<file path="config.mk">
export PLATFORM = sky130hd
export DESIGN_NAME = data_sampling_unit_flat
export DESIGN_NICKNAME = d
export VERILOG_FILES = /design/src/rtl/data_sampling_unit_if.sv /design/src/rtl/data_sampling_unit.sv /design/src/flat_wrapper.sv
export SDC_FILE = /design/constraint.sdc
export NUM_CORES = 1
export LEC_CHECK = 0
export ABC_AREA = 0
export ABC_CLOCK_PERIOD_IN_PS = 4700
export CORE_ASPECT_RATIO = 0.9
export CORE_MARGIN = 8
export CORE_UTILIZATION = 55
export CTS_BUF_LIST = sky130_fd_sc_hd__clkbuf_4 sky130_fd_sc_hd__clkbuf_8
export DETAILED_ROUTE_END_ITERATION = 10
export HOLD_SLACK_MARGIN = 0.1
export PLACE_DENSITY = 0.79
export SYNTH_ARGS = -nofsm -noshare
export SYNTH_HDL_FRONTEND = slang
export SYNTH_SLANG_ARGS = --single-unit
</file>
<file path="constraint.sdc">
create_clock -name CLK -period 4.7 [get_ports CLK]
set_input_delay 0.94 -clock CLK [delete_from_list [all_inputs] [get_ports CLK]]
set_output_delay 0.94 -clock CLK [all_outputs]
set_load 0.05 [all_outputs]
</file>
<file path="src/rtl/data_sampling_unit_if.sv">
// Signal bundle between the UART RX control side and the data sampling unit.
// The master drives the serial line, enable and prescale; the slave returns the voted bit and strobes.
interface data_sampling_unit_if #(
    parameter int PRESCALE_W = 6
);
    logic                  RX_IN;
    logic                  dat_samp_en;
    logic [PRESCALE_W-1:0] Prescale;
    logic                  sampled_bit;
    logic                  sample_valid;
    logic                  bit_tick;
    logic                  cfg_err;

    modport master (
        output RX_IN,
        output dat_samp_en,
        output Prescale,
        input  sampled_bit,
        input  sample_valid,
        input  bit_tick,
        input  cfg_err
    );

    modport slave (
        input  RX_IN,
        input  dat_samp_en,
        input  Prescale,
        output sampled_bit,
        output sample_valid,
        output bit_tick,
        output cfg_err
    );
endinterface

</file>
<file path="src/rtl/data_sampling_unit.sv">
// UART RX oversampling front end: synchronises RX_IN, counts edges per bit period and
// registers a 3-sample majority vote around the bit centre.
module data_sampling_unit #(
    parameter int PRESCALE_W = 6
) (
    input  logic                 CLK,
    input  logic                 RST,
    data_sampling_unit_if.slave  dif
);

    localparam logic [PRESCALE_W-1:0] P8  = PRESCALE_W'(8);
    localparam logic [PRESCALE_W-1:0] P16 = PRESCALE_W'(16);
    localparam logic [PRESCALE_W-1:0] P32 = PRESCALE_W'(32);
    localparam logic [PRESCALE_W-1:0] ONE = PRESCALE_W'(1);

    logic                  sync_ff1_q, sync_ff1_d;
    logic                  sync_ff2_q, sync_ff2_d;
    logic [PRESCALE_W-1:0] p_lat_q, p_lat_d;
    logic                  cfg_err_q, cfg_err_d;
    logic [PRESCALE_W-1:0] edge_cnt_q, edge_cnt_d;
    logic                  s0_q, s0_d;
    logic                  s1_q, s1_d;
    logic                  sampled_bit_q, sampled_bit_d;
    logic                  sample_valid_q, sample_valid_d;
    logic                  bit_tick_q, bit_tick_d;

    logic [PRESCALE_W-1:0] prescale_in;
    logic                  prescale_legal;
    logic [PRESCALE_W-1:0] last_edge;
    logic [PRESCALE_W-1:0] half;
    logic [PRESCALE_W-1:0] half_m1;
    logic [PRESCALE_W-1:0] half_p1;
    logic                  rx_s;
    logic                  vote;

    assign prescale_in    = dif.Prescale;
    assign prescale_legal = (prescale_in == P8) || (prescale_in == P16) || (prescale_in == P32);
    assign last_edge      = p_lat_q - ONE;
    assign half           = p_lat_q >> 1;
    assign half_m1        = half - ONE;
    assign half_p1        = half + ONE;
    assign rx_s           = sync_ff2_q;
    assign vote           = (s0_q & s1_q) | (s0_q & rx_s) | (s1_q & rx_s);

    always_comb begin
        sync_ff1_d     = dif.RX_IN;
        sync_ff2_d     = sync_ff1_q;
        p_lat_d        = p_lat_q;
        cfg_err_d      = cfg_err_q;
        edge_cnt_d     = '0;
        s0_d           = s0_q;
        s1_d           = s1_q;
        sampled_bit_d  = sampled_bit_q;
        sample_valid_d = 1'b0;
        bit_tick_d     = 1'b0;

        if (!dif.dat_samp_en) begin
            // Ratio is only accepted between frames so a frame never sees a period change.
            p_lat_d   = prescale_legal ? prescale_in : P8;
            cfg_err_d = !prescale_legal;
        end else begin
            edge_cnt_d = (edge_cnt_q == last_edge) ? '0 : edge_cnt_q + ONE;
            bit_tick_d = (edge_cnt_q == last_edge);
            if (edge_cnt_q == half_m1) begin
                s0_d = rx_s;
            end
            if (edge_cnt_q == half) begin
                s1_d = rx_s;
            end
            // Third sample is taken live from the synchroniser and voted in the same cycle.
            if (edge_cnt_q == half_p1) begin
                sampled_bit_d  = vote;
                sample_valid_d = 1'b1;
            end
        end
    end

    always_ff @(posedge CLK or negedge RST) begin
        if (!RST) begin
            sync_ff1_q     <= 1'b1;
            sync_ff2_q     <= 1'b1;
            p_lat_q        <= P8;
            cfg_err_q      <= 1'b0;
            edge_cnt_q     <= '0;
            s0_q           <= 1'b0;
            s1_q           <= 1'b0;
            sampled_bit_q  <= 1'b1;
            sample_valid_q <= 1'b0;
            bit_tick_q     <= 1'b0;
        end else begin
            sync_ff1_q     <= sync_ff1_d;
            sync_ff2_q     <= sync_ff2_d;
            p_lat_q        <= p_lat_d;
            cfg_err_q      <= cfg_err_d;
            edge_cnt_q     <= edge_cnt_d;
            s0_q           <= s0_d;
            s1_q           <= s1_d;
            sampled_bit_q  <= sampled_bit_d;
            sample_valid_q <= sample_valid_d;
            bit_tick_q     <= bit_tick_d;
        end
    end

    assign dif.sampled_bit  = sampled_bit_q;
    assign dif.sample_valid = sample_valid_q;
    assign dif.bit_tick     = bit_tick_q;
    assign dif.cfg_err      = cfg_err_q;

endmodule

</file>
<file path="src/flat_wrapper.sv">
// flat-port wrapper written by rule: the top's interface ports become plain ports
module data_sampling_unit_flat 
#(
    parameter int PRESCALE_W = 6
)
  (CLK, RST, dif_RX_IN, dif_dat_samp_en, dif_Prescale, dif_sampled_bit, dif_sample_valid, dif_bit_tick, dif_cfg_err);
  data_sampling_unit_if #(.PRESCALE_W(PRESCALE_W)) dif_i ();
  input  logic CLK;
  input  logic RST;
  input wire logic [$bits(dif_i.RX_IN)-1:0] dif_RX_IN;
  input wire logic [$bits(dif_i.dat_samp_en)-1:0] dif_dat_samp_en;
  input wire logic [$bits(dif_i.Prescale)-1:0] dif_Prescale;
  output wire logic [$bits(dif_i.sampled_bit)-1:0] dif_sampled_bit;
  output wire logic [$bits(dif_i.sample_valid)-1:0] dif_sample_valid;
  output wire logic [$bits(dif_i.bit_tick)-1:0] dif_bit_tick;
  output wire logic [$bits(dif_i.cfg_err)-1:0] dif_cfg_err;
  assign dif_i.RX_IN = dif_RX_IN;
  assign dif_i.dat_samp_en = dif_dat_samp_en;
  assign dif_i.Prescale = dif_Prescale;
  assign dif_sampled_bit = dif_i.sampled_bit;
  assign dif_sample_valid = dif_i.sample_valid;
  assign dif_bit_tick = dif_i.bit_tick;
  assign dif_cfg_err = dif_i.cfg_err;
  data_sampling_unit #(.PRESCALE_W(PRESCALE_W)) u_core (.CLK(CLK), .RST(RST), .dif(dif_i));
endmodule
</file>
==> impl.org, run 1 <==
** CTS
- Post-CTS Repair Setup Buffers :: 0
- The clock net in this run drives a total of 20 sinks.
- In this run the number of H-tree levels came out at 1.
- Clock insertion delay at the later pin of the skew report :: 300 ps
- CTS buffer count :: 3
- In this run the clock root is driven by a sky130_fd_sc_hd__clkbuf_4.
- Clock-pin slew was measured on the worst setup and hold paths at 90 ps.
- TritonCTS built the clock tree.
- Clock Path Buffers :: 2
- Hold buffer count at cts :: 0
- Once the clock tree was built, the resizer swapped 0 gates to a different size.

** Detailed routing
- Vias per cell :: about 5.7
- Post-Route WL :: between 2000 and 2500 microns
- In the final routed layout, each cell accounts on average for 14.1 microns.
- The detailed router finished its first iteration with 47 violations.
- Remaining number of nets flagged by the antenna check after routing :: 0
- The pre-antenna-repair detailed-routing pass consisted of 4 iterations.
- Count of unresolved DRC violations after routing :: 0
- Across all layers, the routed design uses 960 vias.

** Floorplanning
- Die extent in y :: 62.1 microns
- 14 I/O pins were placed.
- Die Wd :: ~67 microns
- Starting density of the core :: 0.591
- The die covers approximately 4200 sq um.
- After floorplanning, the core was sized to cover 2200 sq um.
- Number of rows in the core area :: 16

** Min path
- The worst hold path was traced through 0 stages.
- The path class of the tightest hold or removal check is register to register.

** Worst setup path
- The slowest stage of the critical path is the sky130_fd_sc_hd__clkdlybuf4s50_1 cell.
- Cell-by-cell trace of the critical path :: clkdlybuf4s50_1
- In this run the worst path has a maximum fanout of 2.
- Critical path launch point type :: register
- For this run, the slowest stage of the critical path takes 790 ps.
- Number of cell instances on the worst register-to-register path :: 7
- Broken down by cell family, the worst path's largest delay share belongs to buffers and inverters.
- CP Depth :: 1
- STA puts the critical path data arrival time at between 1500 and 2000 ps.
- The worst setup path is of the register to primary output kind.
- Worst Path Required :: 3760 ps
- The worst setup path is captured at a primary output.
- Together, buffers and inverters on the worst path number 1.

** Synth
- The fraction of the mapped netlist area in compound gates was 0.108.
- Synthesized-area fraction occupied by adder cells :: 0.0558
- Top post-synthesis cells by area :: sky130_fd_sc_hd__dfrtp_1 (31%), sky130_fd_sc_hd__xnor2_1 (8.8%), sky130_fd_sc_hd__dfstp_2 (8.1%)
- Of the total synthesized cell area, the portion taken by XOR and XNOR cells is 0.154.
- By area, the combinational part of the netlist is dominated by simple AND/OR/NAND/NOR gates.
- Most frequent cell after synthesis :: sky130_fd_sc_hd__dfrtp_1
- In this run, distinct cell masters in the synthesized netlist total 38.
- Sorting the synthesized cells by how often they occur yields sky130_fd_sc_hd__dfrtp_1 (16), sky130_fd_sc_hd__xnor2_1 (13), sky130_fd_sc_hd__nand2_1 (9).
- In this run, synthesis inferred 0 flip-flops with an integrated enable.
- Each instance of the synthesized netlist takes up on average 10.0 sq um.
- Cell count after synthesis :: 130
- Number of register bits inferred by synthesis :: 20
- The mapped netlist covers 1300 sq um.
- For this run, asynchronously set or reset flops after synthesis account for 1.00.
- In the synthesized netlist the dominant register cell turns out to be sky130_fd_sc_hd__dfrtp_1.
- Share of synthesized area spent on multiplexers :: 0.0346
- Simple-gate share of the synthesized area :: 0.205
- Number of nets in the synthesized netlist :: 145
- The Yosys step of the flow raised 0 warnings.
- Of the synthesized area, sequential elements account for 0.388.
- The largest total area in the synthesized netlist belongs to sky130_fd_sc_hd__dfrtp_1.
- Share of the synthesized area in the top cell type :: 0.308

** Cells and area
- Count of inserted antenna diode cells :: 0
- Layout cells sized above 1 :: 0.107
- Final-layout fill cell count :: 172
- The sequential cells in the finished layout cover a total of a little over 500 sq um.
- Total number of nets in the final design :: about 160
- Finished Cell Area :: 1450 sq um
- Area of the multi-input gates :: 724 sq um
- Area Growth Syn to Fin :: 11.7%
- Share of the core filled with cells :: 0.660

** Pwr
- Peak supply drop :: about 250 uV
- Of the total power, the share spent switching nets is 0.263.
- For this design the static power due to leakage is 0.589 nW.
- The internal power of the cells totals between 0.2 and 0.3 mW.
- Portion of total power attributed to combinational logic :: 0.185
- In this run the power spent charging and discharging nets is roughly 0.093 mW.
- Total power draw :: 0.352 mW
- For this design the ratio of total power to cell area is 242 nW/um^2.
- Proportion of power drawn by flip-flops and latches :: 0.569
- Of the total power, the clock network draws 0.246.

** STA
- The worst pin sits at a relative slew slack of 0.443.
- Setup repair after global routing left no endpoint under its margin.
- For this run, the top clock speed supported by timing is 391 MHz.
- For the pin with the worst max-slew slack, the measured transition is between 800 and 900 ps.
- Final worst path period need :: between 2000 and 3000 ps
- Final Hold Viols :: 0
- Pins Over Slew Limit :: 0
- Worst clock skew :: 8.55 ps
- Setup violations remaining at the end of the flow were counted as 0.
- Setup TNS :: 0 ps
- Crit share post-route :: 0.545

** Global routing
- The number of antenna violations at the first check in global routing is 0.
- The number of global-route vias before repair was between 900 and 1000.
- First-pass GRT wire length :: 4000 microns
- Residual overflow from global routing :: 0
- Entering global routing, the biggest net connects 21 pins.
- GR Util All Layers :: 0.115

** Placed design
- In this run the cell area measured after placement is 1420 sq um.
- The congestion estimate from routability-driven global placement came to 0.913.
- The HPWL after detailed placement is about 1800 microns.
- In this run the tool buffered the top-level ports with 13 buffer cells.

** Run
- Across the run, the number of max-cap violations was 0.

** Run status
- Outcome :: finished clean
per-stage QoR:
stage / hold slack, ps / setup slack, ps / instances
floorplan: 345 / 2690 / 130
global placement: 345 / 2000 / 163
detailed placement: 352 / 1960 / 163
CTS: 366 / 2120 / 167
global route: 375 / 2100 / 167
finish: 363 / 2140 / 167
cell usage in the layout, fill, tap and decap left out, types with 3 or more instances in the layout:
cell type                          n
sky130_fd_sc_hd__inv_1             8
sky130_fd_sc_hd__nor3b_1           3
sky130_fd_sc_hd__xnor2_1          13
sky130_fd_sc_hd__a31oi_1           3
sky130_fd_sc_hd__clkbuf_4          4
sky130_fd_sc_hd__ha_1              5
sky130_fd_sc_hd__a21oi_1           3
sky130_fd_sc_hd__dfrtp_1          16
sky130_fd_sc_hd__and2_1            5
sky130_fd_sc_hd__xor2_1            8
sky130_fd_sc_hd__nand2_1           9
sky130_fd_sc_hd__nor2_1            8
sky130_fd_sc_hd__mux2_2            3
sky130_fd_sc_hd__dfstp_2           4
sky130_fd_sc_hd__o21ai_0           4
sky130_fd_sc_hd__nand3_1           5
sky130_fd_sc_hd__nor3_1            4
sky130_fd_sc_hd__clkdlybuf4s50_1  13
routing by layer:
layer | vias up | global-route usage | share of wire
li1 | 471 | - | -
met1 | 462 | 0.152 | 0.47
met2 | 23 | 0.180 | 0.48
met3 | 4 | 0.0215 | 0.040
met4 | 0 | 0.0418 | 0.011
met5 | - | 0 | 0
state kept, by name (all words and copies together) (netlist names):
register	flops
u_core.dif.bit_tick	1
u_core.dif.cfg_err	1
u_core.dif.sample_valid	1
u_core.dif.sampled_bit	1
u_core.edge_cnt_q	6
u_core.p_lat_q	6
u_core.rx_s	1
u_core.s0_q	1
u_core.s1_q	1
u_core.sync_ff1_q	1
power by group through the flow:
stage	combinational (mW)	sequential [mW]	clock, mW
2_1_floorplan	0.0370	0.209	0
3_3_place_gp	0.0643	0.203	0
3_5_place_dp	0.0656	0.204	0
4_1_cts	0.0657	0.200	0.0895
5_1_grt	0.0703	0.203	0.0972
6_report	0.0650	0.200	0.0867
final cells by class:
class | instances | area share
multi-input combinational | 95 | 0.498
sequential | 20 | 0.348
timing repair buffer | 13 | 0.0895
tap | 27 | 0.0232
clock buffer | 4 | 0.0207
inverter | 8 | 0.0207
final timing paths:
check | from | endpoint | slack [ps]
max reg2reg | u_core.p_lat_q[2] | u_core.s0_q | 2550
min reg2reg | u_core.sync_ff1_q | u_core.rx_s | 360
min | u_core.sync_ff1_q | u_core.rx_s | 360
max | u_core.dif.sampled_bit | dif_sampled_bit | 2140
max in group asynchronous | RST | u_core.dif.sample_valid | 3070
min in group asynchronous | RST | u_core.edge_cnt_q[1] | 1110
kinds of logic after synthesis:
group	count (synthesis)
compound gates	18
xor+xnor	22
fa+ha+maj	6
buf+inv	15
flops	20
mux	4
simple gates	45
(Power assumes the default switching activity.)
==> run 2, diff against run 1 <==
--- a/config.mk
+++ b/config.mk
@@ -6,7 +6,7 @@
 export NUM_CORES = 1
 export LEC_CHECK = 0
 export ABC_AREA = 0
-export ABC_CLOCK_PERIOD_IN_PS = 4700
+export ABC_CLOCK_PERIOD_IN_PS = 2650
 export CORE_ASPECT_RATIO = 0.9
 export CORE_MARGIN = 8
 export CORE_UTILIZATION = 55
==> constraint.sdc (replaced) <==
create_clock -name CLK -period 2.65 [get_ports CLK]
set_input_delay 0.53 -clock CLK [delete_from_list [all_inputs] [get_ports CLK]]
set_output_delay 0.53 -clock CLK [all_outputs]
set_load 0.05 [all_outputs]
==> run 2 against run 1 <==
Net effect: wire length increased by 9.7%; worst setup slack got worse by 1600 ps; sequential share of layout area decreased by 0.36 points; highest routed layer unchanged; total power increased by 81%; sequential power increased by 79%; first-iteration DRC count decreased by 49%; hold slack improved by 0.86 ps; combinational power increased by 85%; critical path depth unchanged; die area unchanged.
==> impl.org, run 2 (synthesis results as in run 1) <==
** Run status
- The run finished with clean final reports.

** Run
- The tool flagged a number of max-cap violations equal to 0.

** Detailed routing
- In the detailed route, the total length drawn on met3 is 126 microns.
- Length of the first detailed-routing pass in iterations :: 4
- Vias per cell :: 5.85
- Met1 Wirelength :: 1250 microns
- Total number of vias :: 989
- Uppermost layer routed :: met4
- The first routing iteration left 24 violations.
- For this run, design rule violations remaining after detail routing come to 0.
- Once detail routing completed, the nets flagged for antenna violations numbered 0.
- Sum of met2 wire segment lengths after detailed routing :: 1180 microns
- Post-Route WL :: 2580 microns
- After detailed routing, the average wire length per cell comes to 15.3 microns.

** Worst setup path
- Critical path launch point type :: register
- Buffering stage count on the worst path with inverters included :: 1
- Critical Path Fanout Max :: 2
- Worst Path Required :: 2120 ps
- By startpoint and endpoint, the worst setup path is classified as register to primary output.
- At the worst endpoint, the arrival time is approximately 1600 ps.
- Traced cell by cell, the critical path runs through clkdlybuf4s50_1.
- On the worst path, the slowest cell contributes a delay of 790 ps.
- The cell family contributing the most delay on the critical path is buffers and inverters.
- Among all stages on the critical path, the largest delay is contributed by sky130_fd_sc_hd__clkdlybuf4s50_1.
- Kind of end point of the critical path :: primary output

** CTS
- The clock passes through at most 2 buffers.
- Clock Tree Root :: sky130_fd_sc_hd__clkbuf_4
- After clock tree synthesis, the setup repair step added 0 buffers.
- TritonCTS built the clock tree.
- Once the clock tree was built, the resizer swapped 0 gates to a different size.
- In this run, post-CTS hold repair placed 0 buffers.
- The clock net in this run drives a total of 20 sinks.
- Clock-pin slew was measured on the worst setup and hold paths at roughly 100 ps.
- H-tree levels :: 1
- Counting the buffers created by CTS gives 3.
- The later pin in the worst-skew pair is clocked with a latency of 300 ps.

** Global routing
- Antenna violations before repair :: 0
- Summed over all layers, the global routing overflow is 0.
- Entering global routing, the biggest net connects 18 pins.
- The first global-routing pass estimated 4610 microns of wire.
- Across every metal layer, demand over resource in global routing totals 0.136.
- The number of global-route vias before repair is 1033.

** Floorplanning
- Core Region :: 2200 sq um
- Die Area :: around 4200 sq um
- Starting density of the core :: 0.591
- The initialized floorplan defines 16 standard-cell rows.
- In this run the horizontal extent of the chip is 67.3 microns.
- Die extent in y :: between 60 and 70 microns
- IO Pins :: 14

** Placed design
- Port buffer count :: 13
- Weighted congestion reported at the end of routability-driven placement :: 0.882
- Once detailed placement completed, the half-perimeter wirelength came to 1970 microns.

** Cells and area
- In the final layout, the registers with the most flip-flops are u_core.edge_cnt_q (6), u_core.p_lat_q (6).
- At the end of the flow, the number of nets in the layout was 158.
- Relative to the synthesized area, the layout overhead comes to 12.9%.
- The repair_antennas step left the layout with diodes totalling 0.
- Commonest cells after routing, fill and taps aside :: sky130_fd_sc_hd__dfrtp_1 (16), sky130_fd_sc_hd__xnor2_1 (13), sky130_fd_sc_hd__clkdlybuf4s50_1 (13), sky130_fd_sc_hd__nand2_1 (9)
- Most common cell after layout, fill and taps aside :: sky130_fd_sc_hd__dfrtp_1
- Layout cells sized above 1 :: 0.120

** STA
- Final Hold Viols :: 0
- Setup repair after global routing left no endpoint under its margin.
- Pins Over Slew Limit :: 0
- Worst slew slack as a fraction of its limit :: 0.665
- Dividing the final minimum period by the clock period gives 0.812.
- Final worst path period need :: 2150 ps
- Final setup viols :: 0
- Static timing analysis puts the maximum clock frequency at ~460 MHz.
- At the pin with the least slew margin, the transition time is 500 ps.
- Between clock sinks in the finished design, the worst skew comes to 5.04 ps.
- Setup TNS :: 0 ps

** Min path
- Type of the worst min-delay path :: register to register

** Pwr
- Leakage power total :: between 0.5 and 0.6 nW
- Overall power consumption after layout is estimated at 0.636 mW.
- The worst-case IR drop observed on VDD is 419 uV.
- Power Dens Cells :: 433 nW/um^2
run 2: changes by cell type in the layout (fill, tap and decap cells not counted):
cell                    change
sky130_fd_sc_hd__buf_4      +2
run 2: path summary, 6_finish.rpt:
check / start / depth (start not counted) / endpoint / slack (ps)
max in group asynchronous: RST / 2 / u_core.rx_s / 1670
max reg2reg: u_core.p_lat_q[2] / 7 / u_core.s0_q / 550
min in group asynchronous: RST / 1 / u_core.edge_cnt_q[0] / 430
min: u_core.sync_ff1_q / 0 / u_core.rx_s / 360
max: u_core.dif.sampled_bit / 1 / dif_sampled_bit / 500
min reg2reg: u_core.sync_ff1_q / 0 / u_core.rx_s / 360
run 2: layout make-up:
class,count,area (sq um)
Clock buffer,4,30.0
Fill cell,189,733
Inverter,8,30.0
Multi-Input combinational cell,95,724
Sequential cell,20,505
Tap cell,27,33.8
Timing Repair Buffer,15,145
run 2: layer usage:
metal	global-route usage	up-vias
li1	-	474
met1	0.177	487
met2	0.213	24
met3	0.0269	4
met4	0.0496	0
met5	0	-
run 2: stage by stage:
step | instance area (sq um) | worst slack, ps | instances | hold WS [ps] | util
3_5_place_dp | 1440 | 574 | 165 | 349 | 0.653
6_report | 1470 | 498 | 169 | 364 | 0.667
2_1_floorplan | 1300 | 724 | 130 | 234 | -
3_3_place_gp | 1440 | 660 | 165 | 346 | 0.653
4_1_cts | 1470 | 482 | 169 | 364 | 0.667
5_1_grt | 1470 | 379 | 169 | 370 | 0.667
run 2: power by group:
| part | switching, mW | internal [mW] | leakage, nW |
|---|---|---|---|
| Clock | 0.0889 | 0.0689 | 0.0184 |
| Sequential | 0.0240 | 0.334 | 0.255 |
| Combinational | 0.0606 | 0.0597 | 0.325 |
